$ cat config.mk
export PLATFORM = sky130hd
export DESIGN_NAME = riio_gpi_rx_filter
export DESIGN_NICKNAME = d
export VERILOG_FILES = /design/src/rtl/riio_gpi_rx_filter.sv
export SDC_FILE = /design/constraint.sdc
export NUM_CORES = 1
export LEC_CHECK = 0
export ABC_AREA = 1
export CORE_ASPECT_RATIO = 1.1
export CORE_MARGIN = 2
export CORE_UTILIZATION = 40
export CTS_CLUSTER_SIZE = 30
export DETAILED_ROUTE_END_ITERATION = 7
export GPL_ROUTABILITY_DRIVEN = 0
export HOLD_SLACK_MARGIN = 0.1
export PLACE_DENSITY = 0.69
export SYNTH_ARGS = -nofsm -noshare
export SYNTH_HDL_FRONTEND = slang
export SYNTH_SLANG_ARGS = --single-unit
$ cat constraint.sdc
create_clock -name CLK_I -period 2.8 [get_ports CLK_I]
set_input_delay 0.56 -clock CLK_I [delete_from_list [all_inputs] [get_ports CLK_I]]
set_output_delay 0.56 -clock CLK_I [all_outputs]
set_load 0.02 [all_outputs]
$ cat src/rtl/riio_gpi_rx_filter.sv
// Receive-side filter for one general-purpose input pad: synchronise, invert, debounce,
// detect edges and hold a sticky interrupt with overrun flag.
module riio_gpi_rx_filter #(
   parameter int SYNC_STAGES = 2,
   parameter int FILT_W      = 8
) (
   input  logic              CLK_I,
   input  logic              RSTN_I,
   input  logic              PAD_DI_I,
   input  logic              EN_I,
   input  logic [FILT_W-1:0] FILT_LEN_I,
   input  logic [1:0]        EDGE_SEL_I,
   input  logic              INV_I,
   input  logic              IRQ_CLR_I,
   output logic              IE_O,
   output logic              DI_O,
   output logic              RISE_O,
   output logic              FALL_O,
   output logic              IRQ_O,
   output logic              OVF_O
);

   logic [SYNC_STAGES-1:0] sync_q;
   logic [FILT_W-1:0]      cnt;
   logic [FILT_W:0]        cnt_inc;
   logic                   s;
   logic                   differs;
   logic                   commit;
   logic                   q_edge;

   // Synchroniser runs regardless of enable so the first enabled sample is already settled
   always_ff @(posedge CLK_I) begin
      if (!RSTN_I) begin
         sync_q <= '0;
      end else begin
         sync_q <= {sync_q[SYNC_STAGES-2:0], PAD_DI_I};
      end
   end

   assign s       = sync_q[SYNC_STAGES-1] ^ INV_I;
   assign differs = (s != DI_O);
   // One extra bit keeps cnt+1 from wrapping, so a saturated count always commits
   assign cnt_inc = {1'b0, cnt} + {{FILT_W{1'b0}}, 1'b1};
   assign commit  = EN_I && differs && (cnt_inc >= {1'b0, FILT_LEN_I});
   assign q_edge  = (RISE_O & EDGE_SEL_I[0]) | (FALL_O & EDGE_SEL_I[1]);

   always_ff @(posedge CLK_I) begin
      if (!RSTN_I) begin
         cnt    <= '0;
         DI_O   <= 1'b0;
         RISE_O <= 1'b0;
         FALL_O <= 1'b0;
      end else begin
         RISE_O <= commit & s;
         FALL_O <= commit & ~s;
         if (!EN_I || !differs || commit) begin
            cnt <= '0;
         end else begin
            cnt <= cnt_inc[FILT_W-1:0];
         end
         if (commit) begin
            DI_O <= s;
         end
      end
   end

   // A new qualifying edge wins over a simultaneous clear so the event is never lost
   always_ff @(posedge CLK_I) begin
      if (!RSTN_I) begin
         IRQ_O <= 1'b0;
         OVF_O <= 1'b0;
      end else if (q_edge) begin
         IRQ_O <= 1'b1;
         OVF_O <= IRQ_CLR_I ? 1'b0 : (OVF_O | IRQ_O);
      end else if (IRQ_CLR_I) begin
         IRQ_O <= 1'b0;
         OVF_O <= 1'b0;
      end
   end

   always_ff @(posedge CLK_I) begin
      if (!RSTN_I) begin
         IE_O <= 1'b0;
      end else begin
         IE_O <= EN_I;
      end
   end

endmodule

Yosys cells after proc, flatten, opt, wreduce, memory -nomap -nowiden. Cells that the tools add are included.

Flip-flop bits (word level): 16.

Order comparisons: 1. Reduce and logical (&&, ||, !) cells: 8. Bitwise gates (word level): 9. Equal/unequal tests: 1. Add/subtract/negate cells: 1. Muxes and demuxes: 4.

Operators with widths (number): 8-bit by 1-bit adder with 9-bit output (second input constant) (1); 9-bit by 8-bit greater-or-equal comparator with 1-bit output (1); 1-bit bitwise AND (4); 1-bit 2-to-1 mux (4); 1-bit logical AND (2); 1-bit logical NOT (2); 1-bit logical OR (2); 1-bit inverter (2); 1-bit OR (2); 2-bit nonzero test (1); 2-bit OR reduction (1); 1-bit != test (1); 1-bit bitwise XOR (1).

Depth between registers and ports, before layout.
Word-level depth: 6. Mapped depth: 15.

Least setup slack after synthesis. OpenSTA, ideal clock, no wires.

Kind: reg-to-reg. Start point: reg cnt[0]. End point: reg DI_O. Path slack: 0.906 ns. Period minus slack after synthesis: 1.894 ns. Setup time: 0.113 ns. Data required time: 2.687 ns. Data arrival time: 1.780 ns. Cell stages (with the launch flop): 15. Cell sequence: dfxtp_1 > ha_1 > nand3_1 > xor2_1 > ha_1 > nand2_1 > inv_1 > nand2_1 > nand3_1 > nand2_1 > nand2_1 > nand2_1 > nand2_1 > nand3_1 > nand2_1.

Cells in the longest elaborated chain, start to end: 3.

Ends and longest elaborated chain: from (decl) (line 24) `logic [FILT_W-1:0] cnt;`; from (signal assigned) (line 59) `cnt <= cnt_inc[FILT_W-1:0];`; 8-bit by 1-bit adder with 9-bit output (line 43) `assign cnt_inc = {1'b0, cnt} + {{FILT_W{1'b0}}, 1'b1};`; net cnt_inc[4] (line 25) `logic [FILT_W:0] cnt_inc;`; 9-bit by 8-bit greater-or-equal comparator with 1-bit output (line 44) `assign commit = EN_I && differs && (cnt_inc >= {1'b0, FILT_LEN_I});`; 1-bit logical AND (line 44); to (signal assigned) (line 62) `DI_O <= s;`; to (decl) (line 16) `output logic DI_O,`.

The timed path passes the listed nets, and every way through them passes these cells. A chain may end at the register's enable or synchronous reset.

Worst setup path in the final report. Same ends and word-level chain as after synthesis.

==> summary.txt <==
Global route
  – Global-route wire length before repair: 2550 microns
  – Via count of the first global-routing pass: 604
  – Maximum number of pins on one net before global-route repair: 10
  – Overall global routing resource usage: 13.4%
  – Total congestion overflow after global routing: 0
  – Number of antenna violations at the first check in global routing: 0

Timing
  – Headroom to the max-slew limit: 78.1%
  – Transition at the pin with the smallest max-transition slack: 0.327 ns
  – Highest clock frequency the design can meet: between 400 and 500 MHz
  – Worst clock skew on the final layout: roughly 0.00018 ns
  – Setup slack after layout: 0.674 ns
  – Final max-slew violation count: 0
  – Number of endpoints failing setup at the final stage: 0
  – Period minus WS final: between 2 and 2.5 ns
  – RSZ-0062 raised after global routing: false
  – Hold Slack: between 0.4 and 0.5 ns
  – Summed negative setup slack over all endpoints: 0 ns
  – Share of the cycle needed by the critical path after routing: 75.9%
  – Hold Fails Final Rpt: 0

Yosys
  – #FFs+latches synth: 16
  – Post-synthesis sequential area ratio: 36.9%
  – Yosys synthesis warning count: 0
  – Total standard cell area after synthesis: 868 sq um
  – Number of cells produced by synthesis: approximately 120
  – Net count of the mapped netlist: roughly 140
  – Post-synth cell types: 19
  – Mapped Avg Cell Area: between 7 and 8 sq um

Setup path
  – Arrival @ worst endpoint: approximately 2.3 ns
  – Category of the critical setup timing path: reg2reg
  – Required time of the critical path: ~3.0 ns
  – CP Max Fanout: 5
  – CP endpoint kind: flop
  – CP Launch Type: flop

Route
  – Initial DRT Pass Iterations: 4
  – Final routed wire length divided by cell count: between 8 and 9 microns
  – Via density per instance: 4.29
  – Count of nets left with antenna violations after detail routing: 0
  – Number of remaining DRC errors: 0
  – Number of DRC markers in iteration 0: 9
  – Wirelength, routed: 1480 microns
  – Via total after detailed routing: 730

Placed design
  – HPWL reported at the end of detailed placement: ~1200 microns
  – Number of buffers inserted by port buffering: 21
  – Pre-CTS WS: 0.584 ns
  – Placed cell count: 166

Layout
  – Layout cells sized above 1: between 8 and 9%
  – Antenna diode count: 0
  – Number of nets in the layout: 168
  – Leading cell type in the layout, fill and taps excluded: sky130_fd_sc_hd__inv_1
  – Area added between synthesis and finish: 32.4%
  – Non-filler instance count after layout: 170
  – Filler cell count in the final layout: 200
  – Top library cells by usage in the layout, fill and taps aside: sky130_fd_sc_hd__inv_1 (32), sky130_fd_sc_hd__nand2_1 (23), sky130_fd_sc_hd__clkdlybuf4s50_1 (21)

Clock network
  – Clock root cell: sky130_fd_sc_hd__clkbuf_4
  – Insertion delay of the later-clocked pin in the worst-skew pair: 0.28 ns
  – Quantity of hold-fixing buffers added after cts: 0
  – Post-CTS Setup Inserts: 0
  – Clock transition time at the flip-flop clock pins of the worst setup and hold paths: 0.09 ns
  – CTS H-tree depth: 1
  – TritonCTS clock tree: yes
  – Resized cells post-CTS: 0
  – Buffers from clock root to sink, at most: 2
  – Number of sinks on the clock net: 16
  – Total CTS buffers: 3

Die
  – Vertical extent of the die: roughly 53 microns
  – Placeable core region: 0.00202 sq mm
  – Initial Util: 43.0%
  – Die X: about 48 microns
  – Die ar.: 0.00256 sq mm
  – Count of pins on the block boundary: 22
  – Std-Cell Rows: 17

Outcome
  – Status: completed

Power
  – Power Total: 435 uW
  – Peak VDD IR: ~0.27 mV
  – Power density cells: between 300 and 400 mW/mm^2
  – Leak pwr: between 0.6 and 0.7 nW

Flow run
  – Reported max-cap violation count: 0

Min path
  – Hold crit path type: reg2reg
-- routing by layer --
metal	track usage [%]	share of wire, %	up-vias
met5	0	0	-
met4	10.0	2.1	0
met3	3.11	5.1	4
met2	21.1	43	17
met1	16.3	50	306
li1	-	-	403
-- cells by family (layout without fill, tap and decap cells) --
| family | count (synthesis) | in the layout | share of synthesized area, % |
|---|---|---|---|
| AND/OR/NAND/NOR | 47 | 47 | 25.4 |
| buffers and inverters | 32 | 57 | 13.8 |
| flip-flops | 16 | 16 | 36.9 |
| adder cells (fa/ha/maj) | 9 | 9 | 13.0 |
| AO/OA/AOI/OAI | 8 | 8 | 5.91 |
| XOR/XNOR | 5 | 5 | 5.04 |
-- layout make-up --
type | instances | area, sq um | area share (%)
clock buffers | 4 | 36.3 | 3.16
well taps | 28 | 35.0 | 3.05
repair buffers | 21 | 210 | 18.3
inverters | 32 | 120 | 10.4
flip-flops and latches | 16 | 320 | 27.9
multi-input cells | 69 | 428 | 37.2
-- path summary, 6_finish.rpt --
kind	start	to	slack, ns	cells after the start
min reg2reg	sync_q[0]	sync_q[1]	0.42	2
max reg2reg	cnt[0]	DI_O	0.67	13
max	cnt[0]	DI_O	0.67	13
min	sync_q[0]	sync_q[1]	0.42	2
-- critical path, cell delays in order (launching register included) --
cell                      delay, ns
sky130_fd_sc_hd__dfxtp_1       0.44
sky130_fd_sc_hd__ha_1          0.22
sky130_fd_sc_hd__nand3_1       0.14
sky130_fd_sc_hd__nor2_2        0.15
sky130_fd_sc_hd__xor2_1        0.20
sky130_fd_sc_hd__ha_1          0.27
sky130_fd_sc_hd__nand2_1       0.07
sky130_fd_sc_hd__inv_1         0.04
sky130_fd_sc_hd__nand2_1       0.05
sky130_fd_sc_hd__nand2_1       0.04
sky130_fd_sc_hd__nand2_1       0.11
sky130_fd_sc_hd__nand2_1       0.10
sky130_fd_sc_hd__nand3_1       0.13
sky130_fd_sc_hd__nand2_1       0.06
-- through the flow --
| step | util [%] | instance area, sq um |
|---|---|---|
| after floorplan | - | 868 |
| after global placement | 55.1 | 1110 |
| after detailed placement | 55.1 | 1110 |
| after CTS | 56.9 | 1150 |
| after global routing | 56.9 | 1150 |
| final | 56.9 | 1150 |
-- report_power, final --
part	internal [mW]	total [mW]	switching (mW)
clock	0.0791	0.150	0.0707
combinational	0.0296	0.0522	0.0226
sequential	0.231	0.233	0.00207
total	0.339	0.435	0.0954
-- registers in the layout, summed over array words and instances, names as in the netlist --
register	cells
DI_O	1
cnt	8
IRQ_O	1
OVF_O	1
IE_O	1
RISE_O	1
FALL_O	1
sync_q	2
-- cells in the mapped netlist --
library cell	number	area share, %
sky130_fd_sc_hd__nor2_1	10	4.3
sky130_fd_sc_hd__xnor2_1	1	1.0
sky130_fd_sc_hd__o21ai_0	2	1.2
sky130_fd_sc_hd__nand2_1	23	9.9
sky130_fd_sc_hd__a31oi_1	1	0.72
sky130_fd_sc_hd__dfxtp_1	16	37
sky130_fd_sc_hd__nand3_1	6	3.5
sky130_fd_sc_hd__a31o_2	1	1.0
sky130_fd_sc_hd__nand2_2	1	0.72
sky130_fd_sc_hd__nor2_2	4	2.9
sky130_fd_sc_hd__inv_1	32	14
sky130_fd_sc_hd__ha_1	9	13
sky130_fd_sc_hd__o21bai_1	1	0.86
sky130_fd_sc_hd__xor2_1	4	4.0
sky130_fd_sc_hd__a21oi_1	2	1.2
sky130_fd_sc_hd__nand3_4	1	2.0
sky130_fd_sc_hd__a22o_1	1	1.0
sky130_fd_sc_hd__nand4_1	1	0.72
sky130_fd_sc_hd__nor2_4	1	1.3
(Power assumes the default switching activity.)
==> RTL change, RTL diff (same settings) <==
Set the parameter `SYNC_STAGES` to 4 (it was 2).
--- a/src/rtl/riio_gpi_rx_filter.sv
+++ b/src/rtl/riio_gpi_rx_filter.sv
@@ -1,7 +1,7 @@
 // Receive-side filter for one general-purpose input pad: synchronise, invert, debounce,
 // detect edges and hold a sticky interrupt with overrun flag.
 module riio_gpi_rx_filter #(
-   parameter int SYNC_STAGES = 2,
+   parameter int SYNC_STAGES = 4,
    parameter int FILT_W      = 8
 ) (
    input  logic              CLK_I,
Check against the original RTL: not equivalent (a bounded check fails within 4 cycles, from zero or initial values and one cycle with RSTN_I low).
==> RTL change against the original RTL <==
Sequential share of layout area up 2.0 points; sequential power grew 12%; cell area up 4.9%; critical path type unchanged; sequential cell count grew 2; count of clock-buffer cells in the layout is the same; setup slack improved by 0.0021 ns; power rose by 7.9%; non-clock buffer count unchanged; global-route usage shrank 0.48 points; critical endpoint unchanged; routed wire length up 6.2%; clock skew rose by 0.0011 ns; synthesized area up 6.6%; via count up 7.0%.
==> RTL change: results (changes against the original RTL) <==
| Metric | Value |
|---|---|
| Status | complete, no violations |
| Hold path start | sync_q[0] |
| CP max stage delay | 0.42 ns (-0.02 ns) |
| # nets final | 174 (+3.6%) |
| Fill cell total of the finished layout | 214 (+7.0%) |
| Most instantiated cells after synthesis | 33 x inv_1, 26 x nand2_1, 18 x dfxtp_1 |
| GRT Overall Usage | 0.129 (-0.00484) |
| Top cells by area, synth | dfxtp_1 39%, inv_1 13%, ha_1 12%, nand2_1 11%, nor2_1 4.5% |
| Post-DP HPWL | 1300 um (+6.7%) |
| Pre-CTS WS | 0.586 ns (+0.00159 ns) |
| Ratio of cells with drive above 1 in the final layout | 0.0811 (-0.00343) |
| Net Count, Synth | 149 (+4.9%) |
| VDD IR max | 246 uV (-9.2%) |
| WL per Instance | 8.80 um (+1.4%) |
| Data arrival, critical path | 2.32 ns |
| Largest net degree at the start of global routing | 11 (+1) |
| Initial DRC Count | 10 (+1) |
| Sequential-to-total area share from yosys stat | 0.389 (+0.0203) |
| Worst-Skew Late Latency | 0.29 ns |
| Leak | 0.000633 uW (+5.2%) |
| Critical path origin | cnt[0] |
| Post-CTS setup buffers | 0 (unchanged) |
| Delay-heaviest family, CP | simple AND/OR/NAND/NOR gates |
| Post-Route Skew | 0.00126 ns (+0.00108 ns) |
| Global-route wire length before repair | 2620 um (+3.0%) |
| Regs by FF count | cnt (8), sync_q (4) |
| Port Buf Inserts | 21 (unchanged) |
| Slew @ Worst Pin | 0.320 ns (-0.00662 ns) |
| CP max FO | 5 (unchanged) |
| Via count | 781 (+7.0%) |
| Sw Pwr | 102 uW (+6.8%) |
| Synth-to-Final Area Change | 30.3% |
| Max clock buf depth | 2 (unchanged) |
| H-Tree Depth | 1 (unchanged) |
| Vias in the first global route | 698 (+16%) |
| Root Buffer | clkbuf_4 |
| Cell variety after synth | 20 (+1) |
| Initial antenna violation count | 0 (unchanged) |
RTL change: changes by cell type after synthesis, sizes merged:
cell    delta
dfxtp      +2
clkbuf     +1
nand3      -1
nand2      +3
inv        +1
nor2       +1
RTL change: cells by family (layout without fill, tap and decap cells):
| logic type | count (synthesis) | after routing | share of synthesized area |
|---|---|---|---|
| adders and majority gates | 9 | 9 | 0.122 |
| DFF | 18 | 18 | 0.389 |
| buffers and inverters | 34 | 58 | 0.138 |
| xor gates and xnor gates | 5 | 5 | 0.0473 |
| and+or+nand+nor | 50 | 50 | 0.249 |
| AOI/OAI and AO/OA | 8 | 8 | 0.0554 |
RTL change: routing by layer:
layer  global-route usage  part of all wire  vias to the layer above
met5                    0                 0                        -
met4               0.0694             0.015                        0
met3               0.0301             0.056                        4
met2                0.233              0.46                       19
met1                0.144              0.46                      343
li1                     -                 -                      415
RTL change: final cells by class:
cell class              instances  area share
clock buffers                   4      0.0301
inverters                      33       0.103
multi-input cells              72       0.363
flip-flops and latches         18       0.299
well taps                      30      0.0311
repair buffers                 21       0.174
RTL change: through the flow:
step / cells / hold WS, ns / instance area [um^2]
after floorplan: 124 / 0.390 / 926
after global placement: 174 / 0.393 / 1170
after detailed placement: 174 / 0.403 / 1170
after CTS: 178 / 0.427 / 1210
after global routing: 178 / 0.439 / 1210
final: 178 / 0.421 / 1210
RTL change: worst paths after layout:
kind / endpoint / slack [ns] / cells past startpoint
worst min register to register: sync_q[1] / 0.42 / 2
worst max register to register: DI_O / 0.68 / 15
worst min-delay path: sync_q[1] / 0.42 / 2
worst max-delay path: DI_O / 0.68 / 15
RTL change: power groups by stage:
stage	logic, uW	registers [uW]	clock network, uW
global route	56.2	262	173
CTS	51.1	261	163
finish	50.4	261	158
detailed placement	50.8	267	0
floorplan	22.6	268	0
global placement	49.4	267	0
RTL change: worst min-delay path, cell delays in order (launching register included):
cell     delay, ns
dfxtp_1       0.32
nand2_1       0.04
inv_1         0.04
